===== config.mk =====
export PLATFORM = sky130hd
export DESIGN_NAME = pads_pwr_seq
export DESIGN_NICKNAME = d
export VERILOG_FILES = /design/src/rtl/pads_pwr_seq.sv
export SDC_FILE = /design/constraint.sdc
export NUM_CORES = 1
export LEC_CHECK = 0
export ABC_AREA = 1
export BUFFER_PORTS_ARGS = -buffer_cell sky130_fd_sc_hd__buf_4
export CAP_MARGIN = 10
export CORE_MARGIN = 3
export CORE_UTILIZATION = 40
export CTS_BUF_LIST = sky130_fd_sc_hd__clkbuf_4
export CTS_CLUSTER_SIZE = 20
export DETAILED_ROUTE_END_ITERATION = 8
export GPL_ROUTABILITY_DRIVEN = 0
export GPL_TIMING_DRIVEN = 0
export HOLD_SLACK_MARGIN = 0.1
export PLACE_DENSITY_LB_ADDON = 0.2
export SLEW_MARGIN = 10
export SYNTH_ARGS = -nofsm -noshare
export SYNTH_HDL_FRONTEND = slang
export SYNTH_SLANG_ARGS = --single-unit

===== constraint.sdc =====
create_clock -name clk_i -period 1.6 [get_ports clk_i]
set_input_delay 0.32 -clock clk_i [delete_from_list [all_inputs] [get_ports clk_i]]
set_output_delay 0.32 -clock clk_i [all_outputs]
set_load 0.01 [all_outputs]

===== src/rtl/pads_pwr_seq.sv =====
// Pad-ring and core power-up sequencer.
// Waits for a synchronized IO supply good, then enables pad inputs, pad
// outputs, holds and releases core reset, and finally enables fetch.
// Supply loss after the pads are driven latches a FAULT that software clears.
module pads_pwr_seq #(
  parameter int SYNC_STAGES      = 2,
  parameter int IO_SETTLE_CYCLES = 16,
  parameter int CORE_RST_CYCLES  = 32,
  parameter int CNT_W            = 8
) (
  input  logic       clk_i,
  input  logic       rst_ni,
  input  logic       pwr_good_i,
  input  logic       sw_rst_req_i,
  input  logic       fetch_hold_i,
  input  logic       fault_clr_i,
  output logic       pad_ie_o,
  output logic       pad_oe_o,
  output logic       core_rst_no,
  output logic       fetch_en_o,
  output logic       fault_o,
  output logic [2:0] state_o
);

  typedef enum logic [2:0] {
    S_IDLE      = 3'd0,
    S_IO_SETTLE = 3'd1,
    S_CORE_RST  = 3'd2,
    S_RUN       = 3'd3,
    S_FAULT     = 3'd4
  } state_e;

  localparam logic [CNT_W-1:0] IO_LOAD  = CNT_W'(IO_SETTLE_CYCLES - 1);
  localparam logic [CNT_W-1:0] RST_LOAD = CNT_W'(CORE_RST_CYCLES - 1);

  state_e                  state_q, state_d;
  logic [CNT_W-1:0]        cnt_q, cnt_d;
  logic [SYNC_STAGES-1:0]  sync_q, sync_d;
  logic                    pg_s;
  logic                    ie_q, ie_d;
  logic                    oe_q, oe_d;
  logic                    crst_n_q, crst_n_d;
  logic                    fetch_q, fetch_d;
  logic                    fault_q, fault_d;

  assign pg_s = sync_q[SYNC_STAGES-1];

  // Shift the raw supply status through the synchronizer chain.
  always_comb begin
    sync_d = {sync_q[SYNC_STAGES-2:0], pwr_good_i};
  end

  // Next state, counter and registered output decode of the next state.
  always_comb begin
    state_d = state_q;
    cnt_d   = '0;
    case (state_q)
      S_IDLE: begin
        if (pg_s) begin
          state_d = S_IO_SETTLE;
          cnt_d   = IO_LOAD;
        end
      end
      S_IO_SETTLE: begin
        // Supply never fully came up: quietly start over, no fault.
        if (!pg_s) begin
          state_d = S_IDLE;
        end else if (cnt_q == '0) begin
          state_d = S_CORE_RST;
          cnt_d   = RST_LOAD;
        end else begin
          cnt_d = cnt_q - CNT_W'(1);
        end
      end
      S_CORE_RST: begin
        if (!pg_s) begin
          state_d = S_FAULT;
        end else if (cnt_q == '0) begin
          state_d = S_RUN;
        end else begin
          cnt_d = cnt_q - CNT_W'(1);
        end
      end
      S_RUN: begin
        // Supply loss outranks a concurrent software reset request.
        if (!pg_s) begin
          state_d = S_FAULT;
        end else if (sw_rst_req_i) begin
          state_d = S_CORE_RST;
          cnt_d   = RST_LOAD;
        end
      end
      S_FAULT: begin
        if (fault_clr_i && pg_s) state_d = S_IDLE;
      end
      default: state_d = S_IDLE;
    endcase

    ie_d     = (state_d == S_IO_SETTLE) || (state_d == S_CORE_RST) || (state_d == S_RUN);
    oe_d     = (state_d == S_CORE_RST) || (state_d == S_RUN);
    crst_n_d = (state_d == S_RUN);
    fault_d  = (state_d == S_FAULT);
    // Fetch lags RUN entry by one edge and drops on the same edge RUN is left.
    fetch_d  = (state_q == S_RUN) && (state_d == S_RUN) && !fetch_hold_i;
  end

  // State, counter, synchronizer and output registers.
  always_ff @(posedge clk_i or negedge rst_ni) begin
    if (!rst_ni) begin
      state_q  <= S_IDLE;
      cnt_q    <= '0;
      sync_q   <= '0;
      ie_q     <= 1'b0;
      oe_q     <= 1'b0;
      crst_n_q <= 1'b0;
      fetch_q  <= 1'b0;
      fault_q  <= 1'b0;
    end else begin
      state_q  <= state_d;
      cnt_q    <= cnt_d;
      sync_q   <= sync_d;
      ie_q     <= ie_d;
      oe_q     <= oe_d;
      crst_n_q <= crst_n_d;
      fetch_q  <= fetch_d;
      fault_q  <= fault_d;
    end
  end

  assign pad_ie_o    = ie_q;
  assign pad_oe_o    = oe_q;
  assign core_rst_no = crst_n_q;
  assign fetch_en_o  = fetch_q;
  assign fault_o     = fault_q;
  assign state_o     = state_q;

endmodule


# Word level (Yosys, flattened, before mapping)
# Cells that the tools add are included.
[classes] muxes=17 reduce_logical=9 eq_ne=8 add_sub_neg=1
[op_table] operator="$mux W8" n=4
[op_table] operator="$pmux W8 S4" n=1
[op_table] operator="$mux W3" n=8
[op_table] operator="$pmux W3 S5" n=1
[op_table] operator="$eq A3 B2 Y1 const B" n=4
[op_table] operator="$mux W5" n=2
[op_table] operator="$logic_not A8 Y1" n=1
[op_table] operator="$sub A8 B1 Y8 const B" n=1
[op_table] operator="$eq A3 B1 Y1 const B" n=2
[op_table] operator="$eq A3 B3 Y1 const B" n=2
[op_table] operator="$mux W4" n=1
[op_table] operator="$logic_and A1 B1 Y1" n=3
[op_table] operator="$logic_not A3 Y1" n=1
[op_table] operator="$logic_or A1 B1 Y1" n=3
[op_table] operator="$logic_not A1 Y1" n=1
[word_totals] output_inout_bits=8 input_bits=6 wordCells=43 regBits=18

# Longest topological paths before layout
[logic_depth] depth_word=7 depth_mapped=8 depth_no_buf=8

# Worst setup path after synthesis
# No wires, ideal clock.
[synth_timing] path_kind="register to register" startpoint="register cnt_q[0]" endpoint="register crst_n_q, in the netlist core_rst_no" t_arrival_ps=1156 setup_ps=73 stages_incl_launch_ff=9 synth_period_minus_slack_ps=1229 n_path_buf=0 t_required_ps=1527 slack_ps=371 path_cell_list="dfrtp_1 inv_1 ha_1 nand2_1 nor2_4 nand3_1 nand2_1 nand2_1 a21oi_2"
[synth_between] elab_chain_len=5 elab_cells_between_ends=7 cone_classes="eq/ne (1); mux (5); reduce/logical (1)"
[synth_lines] element="start: declaration" line="37" rtl="logic [CNT_W-1:0] cnt_q, cnt_d;"
[synth_lines] element="start signal: assignment" line="120" rtl="cnt_q <= cnt_d;"
[synth_lines] element="$logic_not A8 Y1 *" line="68, 78"
[synth_lines] element="$mux W3 (on tied branches)" line="78, 68"
[synth_lines] element="$mux W3 (on tied branches)" line="76, 66"
[synth_lines] element="$pmux W3 S5 *" line="57" rtl="case (state_q)"
[synth_lines] element="$eq A3 B2 Y1 *" line="101" rtl="crst_n_d = (state_d == S_RUN);"
[synth_lines] element="net crst_n_d" line="42" rtl="logic crst_n_q, crst_n_d;"
[synth_lines] element="end signal: assignment" line="124" rtl="crst_n_q <= crst_n_d;"
[synth_lines] element="end: declaration" line="42"
# Mark *: on every way through the listed nets, which the timed path passes. The rest lies on a longest branch.

# Worst setup path in the final report
# Ends and elaborated chain as after synthesis.

==> impl_metrics.py <==
metrics = {
    "setup_path": {
        "rr_startpoint": "cnt_q[0]$_DFF_PN0_",
        "worst_path_largest_cell_delay_ns": 0.37,
        "cp-end-kind": "flop",
        "critPathRequiredTime_ns": 1.83,
        "crit_type": "reg2reg",
        "r2r-end": "core_rst_no$_DFF_PN0_",
        "crit_arrival_ns": 1.65,
        "path_depth": 8,
        "critPathLaunchType": "flop",
        "crit_top_cell": "nand2_1",
        "crit_path_max_fanout": 8,
        "r2r_setup_slack_ns": 0.18,
        "reg2reg_depth": 8,
        "worstPathCellList": "inv_1, ha_1, nand2_1, nor2_4, nand3_1, nand2_1, nand2_1, a21oi_2",
        "crit_buf_inv": 1,
        "path_delay_family": "simple AND/OR/NAND/NOR gates",
        "worst_path_max_delay_cell": "dfrtp_1",
    },
    "power": {
        "ir_drop_mv": 0.754,
        "p_per_area_nw_per_um2": 1660,
        "p_leak_uw": 0.000537,
    },
    "drt": {
        "wirelength_um": 1550,
        "vias_per_cell": 4.66,
        "drc_errors": 0,
        "vias": 680,
        "postRouteAntennaNets": 0,
        "first_iter_violations": 8,
        "wl_per_cell_um": 10.6,
        "drtPass1Iterations": 2,
    },
    "floorplanning": {
        "chipHeight_um": 52.7,
        "fp.dieW_um": 52.7,
        "die_area_sq_um": 2770,
        "core-area_sq_um": 2000,
        "ios": 14,
        "rows": 16,
        "initial_core_util_pct": 43.5,
    },
    "layout": {
        "drive_gt1_share_pct": 23.5,
        "utilization_pct": 51.9,
        "nets": 128,
        "fillers": 206,
        "fin_cells": 146,
        "syn_to_final_growth_pct": 19.3,
        "antenna_cells": 0,
    },
    "timing": {
        "fin_crit_sh_pct": 88.8,
        "setup_viol": 0,
        "rsz0062_at_grt": "false",
        "skew_ns": 0.00113,
        "worst_pin_slew_ns": 0.256,
        "fmax_mhz": 704,
        "finalHoldViolCount": 0,
        "drv_slew": 0,
        "fin_crit_ns": 1.42,
        "fin_tns_setup_ns": 0,
        "setup_ws_ns": 0.179,
        "relSlewSlack_pct": 82.9,
    },
    "place": {
        "place_ws_ns": 0.189,
        "dpl.cell_count": 141,
        "portBuffers": 13,
        "hpwl_um": 1160,
    },
    "yosys": {
        "async_flop_share_pct": 100,
        "synthTopCellsByArea": "dfrtp_1 52%, nor2_1 8.6%, nand2_1 7.8%",
        "synth.largest_area_cell": "dfrtp_1",
        "synth-main-ff-cell": "dfrtp_1",
        "synthCells": 101,
        "netlist.area_leader.share_pct": 51.7,
        "syn-num-nets": 109,
        "ys_types": 22,
        "seq_area_frac_synth_pct": 51.7,
        "syn_area_sq_um": 871,
        "synthTopCellsByCount": "20 x nor2_1, 18 x dfrtp_1, 18 x nand2_1",
        "synthMostInstantiatedCell": "nor2_1",
        "ys_ff_latch": 18,
        "synth-edff-count": 0,
        "avgSynthCellArea_sq_um": 8.62,
        "ys_warn_count": 0,
    },
    "clocking": {
        "cts.sinks": 18,
        "cts_resized": 0,
        "h-tree-depth": 1,
        "root_buffer": "clkbuf_4",
        "cts_tree": "yes",
        "clock_path_buffers": 2,
        "cts_made_buffers": 3,
        "cts_setup_buffers": 0,
        "clk_pin_slew_ns": 0.10,
        "insertion_delay_ns": 0.29,
        "holdBufCountCts": 1,
    },
    "hold_path": {
        "hold_path_end": "sync_q[0]$_DFF_PN0_",
        "hold_start": "pwr_good_i",
        "hold_path.class": "in2reg",
        "min_path_cells": 1,
    },
    "global_routing": {
        "grt_max_degree": 19,
        "grt.overflow.total": 0,
        "track_usage_pct": 13.1,
        "grt_pass1_wl_um": 2690,
        "grt_pass1_vias": 637,
        "antenna_found_initial": 0,
    },
    "job": {
        "maxCapViolations": 0,
    },
    "run_status": {
        "status": "finished clean",
    },
}
==> worst reg2reg max path, cell delays in order (launching register included) <==
cell	delay [ns]
dfrtp_1	0.37
inv_1	0.11
ha_1	0.16
nand2_1	0.08
nor2_4	0.24
nand3_1	0.10
nand2_1	0.08
nand2_1	0.10
a21oi_2	0.11
==> registers in the layout, indices dropped and copies added (netlist names) <==
name         cells
sync_q           2
fault_o          1
pad_oe_o         1
state_o          3
fetch_en_o       1
core_rst_no      1
cnt_q            8
pad_ie_o         1
==> cell usage in the layout, fill, tap and decap left out <==
| cell | count |
|---|---|
| o21ai_1 | 2 |
| inv_1 | 12 |
| xnor2_1 | 2 |
| o21ai_0 | 5 |
| dlygate4sd3_1 | 1 |
| nand2_2 | 4 |
| a21oi_2 | 1 |
| a21oi_4 | 1 |
| nand3_2 | 1 |
| ha_1 | 2 |
| nor3_1 | 1 |
| dfrtp_1 | 18 |
| nor2_1 | 20 |
| nand2_1 | 18 |
| nor2_2 | 2 |
| inv_2 | 1 |
| nand4_1 | 2 |
| and2_1 | 1 |
| nor3b_2 | 1 |
| nand3_1 | 3 |
| buf_4 | 13 |
| clkinv_1 | 1 |
| a21oi_1 | 2 |
| nor2_4 | 1 |
| clkbuf_4 | 3 |
| o22ai_1 | 1 |
==> cell type report <==
class	instances	area [sq um]	share of cell area, %
multi-input combinational	70	372	35.8
clock inverter	1	3.75	0.361
clock buffer	3	22.5	2.17
tap	27	33.8	3.25
inverter	13	48.8	4.70
timing repair buffer	14	108	10.4
sequential	18	450	43.4
==> cells by family (layout without fill, tap and decap cells) <==
family                     after synthesis  in the layout  synth area share (%)
adders and majority gates                2              2                  2.87
AOI/OAI and AO/OA                       12             12                  8.77
and+or+nand+nor                         54             54                  29.0
DFF                                     18             18                  51.7
buffers and inverters                   13             31                  5.60
xor gates and xnor gates                 2              2                  2.01
==> per-layer routing <==
metal  vias to the layer above  GRT usage (%)  routed length, um
li1                        357              -                  -
met1                       307           16.7                743
met2                        11           21.5                727
met3                         5           1.71                 45
met4                         0           6.38                 30
met5                         -              0                  0
==> report_power, final <==
group | internal (uW) | switching, uW
clock network | 90.7 | 133
logic | 319 | 514
registers | 570 | 102
total | 979 | 750
==> metrics by stage <==
stage,power (uW),hold WS (ns),instance area (sq um)
2_1_floorplan,1300,0.0244,871
3_3_place_gp,1500,0.199,1000
3_5_place_dp,1510,0.202,1000
4_1_cts,1750,0.121,1040
5_1_grt,1910,0.110,1040
6_report,1730,0.129,1040
==> worst max-delay path by stage <==
stage                             startpoint                    end  slack (ns)
final                     cnt_q[0]$_DFF_PN0_  core_rst_no$_DFF_PN0_        0.18
after global routing      cnt_q[0]$_DFF_PN0_  core_rst_no$_DFF_PN0_        0.05
after CTS                 cnt_q[0]$_DFF_PN0_  core_rst_no$_DFF_PN0_        0.17
after detailed placement  cnt_q[0]$_DFF_PN0_  core_rst_no$_DFF_PN0_        0.19
after global placement    cnt_q[0]$_DFF_PN0_     cnt_q[6]$_DFF_PN0_        0.23
after floorplan           cnt_q[0]$_DFF_PN0_  core_rst_no$_DFF_PN0_        0.37
(Power assumes the default switching activity.)
